$ cat config.mk
export PLATFORM = sky130hd
export DESIGN_NAME = key_judge
export DESIGN_NICKNAME = d
export VERILOG_FILES = /design/src/rtl/key_judge.sv
export SDC_FILE = /design/constraint.sdc
export NUM_CORES = 1
export LEC_CHECK = 0
export CAP_MARGIN = 10
export CELL_PAD_IN_SITES_DETAIL_PLACEMENT = 0
export CELL_PAD_IN_SITES_GLOBAL_PLACEMENT = 1
export CORE_ASPECT_RATIO = 0.6
export CORE_UTILIZATION = 25
export DETAILED_ROUTE_END_ITERATION = 10
export GPL_TIMING_DRIVEN = 1
export MAX_ROUTING_LAYER = met4
export PLACE_DENSITY_LB_ADDON = 0.12
export RECOVER_POWER = 100
export SLEW_MARGIN = 20
export SYNTH_ARGS = -nofsm -noshare
export SYNTH_HDL_FRONTEND = slang
export SYNTH_SLANG_ARGS = --single-unit
$ cat constraint.sdc
create_clock -name clk -period 4.7 [get_ports clk]
set_input_delay 0.47 -clock clk [delete_from_list [all_inputs] [get_ports clk]]
set_output_delay 0.47 -clock clk [all_outputs]
set_load 0.005 [all_outputs]
$ cat src/rtl/key_judge.sv
// Debounces seven piano keys, encodes a single held key and judges each new press against target_key.
// Optional hit/miss statistics counters are built when KEY_JUDGE_STATS_EN is defined.
module key_judge #(
    parameter int DEBOUNCE_CYCLES = 1000000,
    parameter int CNT_W           = 8
) (
    input  logic             clk,
    input  logic             rst,
    input  logic [6:0]       keys_raw,
    input  logic [3:0]       target_key,
    input  logic             armed,
    output logic             correct_key_press,
    output logic             wrong_key_press,
    output logic [3:0]       pressed_key,
    output logic             key_valid,
    output logic [CNT_W-1:0] hit_count,
    output logic [CNT_W-1:0] miss_count
);
    localparam int DB_W = $clog2(DEBOUNCE_CYCLES + 1);
    localparam logic [DB_W-1:0] DB_MAX = DB_W'(DEBOUNCE_CYCLES);

    typedef enum logic [1:0] {IDLE, HELD, BLOCKED} state_t;

    logic [6:0]      sync_p0, sync_p1, stable;
    logic [DB_W-1:0] db_cnt [7];
    logic            any_down;
    logic            stable_onehot;
    logic [3:0]      stable_idx;
    state_t          state;
    logic            press_evt;
    logic            press_hit;

    function automatic logic [3:0] key_index(input logic [6:0] v);
        logic [3:0] idx;
        idx = 4'hF;
        for (int i = 0; i < 7; i++) begin
            if (v[i]) idx = 4'(i);
        end
        return idx;
    endfunction

    function automatic logic [CNT_W-1:0] sat_inc(input logic [CNT_W-1:0] c);
        return (c == {CNT_W{1'b1}}) ? c : c + 1'b1;
    endfunction

    // Stage: two-flop synchronizer, then per-key debounce
    always_ff @(posedge clk or posedge rst) begin
        if (rst) begin
            sync_p0 <= '0;
            sync_p1 <= '0;
            stable  <= '0;
            for (int i = 0; i < 7; i++) db_cnt[i] <= '0;
        end else begin
            sync_p0 <= keys_raw;
            sync_p1 <= sync_p0;
            for (int i = 0; i < 7; i++) begin
                if (sync_p1[i] == stable[i]) begin
                    db_cnt[i] <= '0;
                end else if (db_cnt[i] == DB_MAX) begin
                    stable[i] <= sync_p1[i];
                    db_cnt[i] <= '0;
                end else begin
                    db_cnt[i] <= db_cnt[i] + 1'b1;
                end
            end
        end
    end

    assign stable_onehot = (stable != 7'd0) && ((stable & (stable - 7'd1)) == 7'd0);
    assign stable_idx    = stable_onehot ? key_index(stable) : 4'hF;

    // Stage: registered encoder
    always_ff @(posedge clk or posedge rst) begin
        if (rst) begin
            key_valid   <= 1'b0;
            pressed_key <= 4'hF;
            any_down    <= 1'b0;
        end else begin
            key_valid   <= stable_onehot;
            pressed_key <= stable_idx;
            any_down    <= (stable != 7'd0);
        end
    end

    // Stage: press FSM with registered judgment pulses
    always_ff @(posedge clk or posedge rst) begin
        if (rst) begin
            state             <= IDLE;
            correct_key_press <= 1'b0;
            wrong_key_press   <= 1'b0;
        end else begin
            correct_key_press <= 1'b0;
            wrong_key_press   <= 1'b0;
            case (state)
                IDLE: begin
                    if (key_valid) begin
                        state             <= HELD;
                        correct_key_press <= armed && (pressed_key == target_key);
                        wrong_key_press   <= armed && (pressed_key != target_key);
                    end else if (any_down) begin
                        state <= BLOCKED;
                    end
                end
                HELD:    if (!any_down) state <= IDLE;
                BLOCKED: if (!any_down) state <= IDLE;
                default: state <= IDLE;
            endcase
        end
    end

    assign press_evt = (state == IDLE) && key_valid && armed;
    assign press_hit = pressed_key == target_key;

`ifdef KEY_JUDGE_STATS_EN
    always_ff @(posedge clk or posedge rst) begin
        if (rst) begin
            hit_count  <= '0;
            miss_count <= '0;
        end else if (press_evt) begin
            if (press_hit) hit_count  <= sat_inc(hit_count);
            else           miss_count <= sat_inc(miss_count);
        end
    end
`else
    logic unused_stats;
    assign unused_stats = press_evt ^ press_hit ^ (^sat_inc('0));
    assign hit_count    = '0;
    assign miss_count   = '0;
`endif

endmodule

======== Word level (Yosys, flattened, before mapping) ========
Cells that the tools add are included.
word-level totals
  register bits ........................... 171
  bits of input ports ..................... 14
cells by class
  $add $sub $neg .......................... 8
  equal/unequal tests ..................... 20
  mux-type cells .......................... 30
  bitwise operators ....................... 8
  reductions and logical operators ........ 15
operator list
  cell                     count
  $mux W20                 14
  $add A20 B1 Y20 const B  7
  $eq A20 B20 Y1 const B   7
  $mux W4                  8
  $reduce_and A2 Y1        8
  $and A7 B7 Y7            1
  $eq A1 B1 Y1             7
  $logic_not A7 Y1         1
  $not A1 Y1               7
  $reduce_bool A7 Y1       1
  $sub A7 B1 Y7 const B    1
  $mux W2                  3
  $eq A4 B4 Y1             1
  $mux W1                  4
  $ne A4 B4 Y1             1
  $pmux W2 S2              1
  $logic_and A1 B1 Y1      3
  $ne A3 B3 Y1 const B     1
  $eq A2 B1 Y1 const B     1
  $eq A2 B2 Y1 const B     1
  $logic_not A2 Y1         1
  $ne A2 B2 Y1 const B     1
  $reduce_or A2 Y1         1

======== Logic depth before layout (Yosys ltp) ========
  word-level depth ........................ 8
  depth in mapped cells ................... 7
  gate-level depth less buffers ........... 6

======== Least setup slack after synthesis ========
Ideal clock, no wire load.
  path type ............................... reg2reg
  start ................................... register db_cnt[60] (netlist bit)
  end ..................................... register db_cnt[78] (netlist bit)
  library setup time ...................... 0.073 ns
  arrival ................................. 1.927 ns
  required time ........................... 4.627 ns
  setup slack ............................. 2.700 ns
  cell stages (with the launch flop) ...... 7
  buffers on the path ..................... 1
  period minus slack after synthesis ...... 2.000 ns
  cells stage by stage .................... dfrtp_1 ha_1 nand2_1 or4_1 buf_2 or4_4 a21oi_2
between the ends
  word-level cells in the longest chain between the ends .. 3
  elaborated cells on any way between the ends .. 4
  classes of those cells .................. 1 x add/sub; 1 x eq/ne; 2 x mux
ends and longest elaborated chain
  element                                                   RTL line  RTL
  start, declared                                           25        logic [DB_W-1:0] db_cnt [7];
  start signal, assigned by index                           63        db_cnt[i] <= db_cnt[i] + 1'b1;
  $add A20 B1 Y20 / $eq A20 B20 Y1 (equally long branches)  63, 59
  $mux W20 *                                                59        end else if (db_cnt[i] == DB_MAX) begin
  $mux W20 *                                                57        if (sync_p1[i] == stable[i]) begin
Every way passes the cells marked *; elsewhere a longest branch is shown, timed or not.
A chain may end at the register's enable or synchronous reset.

======== Worst setup path after layout ========
  start ................................... register db_cnt[80] (netlist bit)
  end ..................................... register db_cnt[86] (netlist bit)
The elaborated chain is that of the path after synthesis.

==> impl_metrics.json <==
{
  "r2r_slack_ns": 1.27,
  "synthArstFlopShare": 1.00,
  "critPathKind": "reg -> reg",
  "drt_pass1_iterations": 4,
  "track_usage": 0.120,
  "cts_max_level": 4,
  "vdd_ir_drop_max_mv": 0.241,
  "seq_area_um2": 4280,
  "ys.flop_type": "dfrtp_1",
  "pwr_density_cell_nw_per_um2": 317,
  "route.vias.total": 6069,
  "fin_crit_sh": 0.729,
  "min_path_type": "reg -> reg",
  "p_leak_nw": 3.80,
  "drt-total-wl_um": 19000,
  "min-delay-start": "sync_p0[2]",
  "grt_setup_unrepaired": "false",
  "ys_ff_latch": 171,
  "nFillCells": 3459,
  "grt_max_degree": 146,
  "cts_sinks": 171,
  "num_rows": 51,
  "max_freq_mhz": 292,
  "rr_worst_depth": 6,
  "synth_enable_flop_cells": 0,
  "die_y_um": 145,
  "cts_tree": "built",
  "ant_nets": 0,
  "ios": 37,
  "status": "finished with violations",
  "num_antenna_cells": 0,
  "area_delta_synth_final_pct": 14.5,
  "finalCriticalPeriod_ns": 3.43,
  "port_buffers": 20,
  "clk_pin_slew_ns": 0.07,
  "syn_area_um2": 8510,
  "nets": 922,
  "total_power_mw": 3.09,
  "whs_path_depth": 0,
  "cts_setup_buffers": 0,
  "finalInstanceArea_um2": 9740,
  "antenna_found_initial": 0,
  "report.final.slew_viol_count": 205,
  "setup-violations-final": 0,
  "worstPathRequired_ns": 5.00,
  "fin_worst_skew_ns": 0.00630,
  "cp.arrival_ns": 3.73,
  "routedWlPerCell_um": 14.0,
  "critPathLaunchType": "flip-flop",
  "ys_types": 49,
  "multiInputGateArea_um2": 3910,
  "avgSynthCellArea_um2": 9.76,
  "ctsResizeCount": 0,
  "r2r-start": "db_cnt[80]",
  "core_um2": 32900,
  "grt_overflow_total": 0,
  "cts-hold-fix-buffers": 0,
  "die_area_um2": 34800,
  "cts-buffers-inserted": 17,
  "die_x_um": 240,
  "netlist_instances": 872,
  "cts_buffer_depth": 2,
  "dp_hpwl_um": 12900,
  "cap_violations": 4,
  "insertion_delay_ns": 0.44,
  "crit_path_end_kind": "flip-flop",
  "initial_core_util": 0.258,
  "critPathMaxFanout": 11,
  "drc": 0,
  "grt_pass1_wl_um": 32200,
  "layout_common_cells": "dfrtp_1, nor2_1, nand2_1, nand3_1, xnor2_1",
  "setup_tns_ns": 0,
  "yosys_warnings": 0,
  "placed_cell_area_um2": 9230,
  "grt_pass1_vias": 5857,
  "r2r-end": "db_cnt[86]",
  "final_common_cell": "dfrtp_1",
  "gp_congestion": 0.733,
  "avgViaCountPerCell": 4.48,
  "drive_above_1_share": 0.0641,
  "drt_iter0_markers": 355,
  "root_buffer": "clkbuf_16",
  "worst_slew_pin_slew_ns": 2.41,
  "hold_viol_final": 0,
  "synth_seq_area_share": 0.503,
  "finalHoldWorstSlack_ns": 0.347,
  "violations": "max-capacitance violations, max-slew violations",
  "slew_headroom": -0.626,
  "whs_endpoint": "sync_p1[2]"
}
==> cells in the mapped netlist (23+ instances only) <==
library cell    n  area (um2)
dfrtp_1       167        4180
nor2_1        109         409
nand2_1        52         195
nand3_1        51         255
xnor2_1        49         429
xor2_1         46         403
a21oi_1        45         225
inv_1          45         169
nand4_1        30         188
o21ai_0        25         125
or3_1          24         150
o31ai_1        23         173
or4_1          23         173
==> sequential cells by signal (all words and copies together), names as in the netlist <==
signal and flops:
sync_p1 7, state 2, sync_p0 7, any_down 1, wrong_key_press 1, correct_key_press 1
pressed_key 4, db_cnt 140, key_valid 1, stable 7
==> layer usage <==
layer	share of wire	GRT usage
met5	0	-
met4	0.0090	0.0271
met3	0.026	0.0337
met2	0.37	0.140
met1	0.60	0.194
==> critical path: stages, from the launching register on <==
cell and delay, ns:
dfrtp_1 0.44, inv_1 0.08, ha_1 0.14, or4b_2 0.60, o41ai_1 1.43, clkbuf_1 0.50
nor2_1 0.10
==> worst max-delay path by stage <==
stage,endpoint,from,slack (ns)
floorplan,any_down,rst,2.05
global placement,db_cnt[83],db_cnt[80],1.94
detailed placement,db_cnt[88],db_cnt[80],1.94
CTS,db_cnt[99],db_cnt[80],1.93
global route,db_cnt[24],db_cnt[20],0.94
finish,db_cnt[86],db_cnt[80],1.27
==> area by class of cell <==
cell class / count / area share
clock buffer: 23 / 0.0480
clock inverter: 8 / 0.0121
inverter: 45 / 0.0175
multi-input combinational: 630 / 0.401
sequential: 171 / 0.440
tap: 450 / 0.0578
timing repair buffer: 28 / 0.0240
==> stage by stage <==
step	setup slack, ns	cells	util
global route	0.944	1355	0.296
floorplan	2.05	887	-
finish	1.27	1355	0.296
global placement	1.94	1324	0.280
detailed placement	1.94	1324	0.280
CTS	1.93	1355	0.298
==> power breakdown <==
group          internal, mW  switching (mW)  total (mW)
logic                0.0346          0.0787       0.113
registers              1.49          0.0265        1.52
clock network         0.859           0.599        1.46
total                  2.39           0.704        3.09
==> logic make-up after synthesis <==
| family | after synthesis | synth area share |
|---|---|---|
| fa+ha+maj | 15 | 0.0221 |
| flops | 171 | 0.503 |
| other cells | 1 | 0.000441 |
| mux | 7 | 0.00926 |
| xor+xnor | 95 | 0.0978 |
| buf+inv | 86 | 0.0460 |
| compound gates | 105 | 0.0734 |
| simple gates | 392 | 0.248 |
No activity file was read; power rests on OpenSTA's default activity.
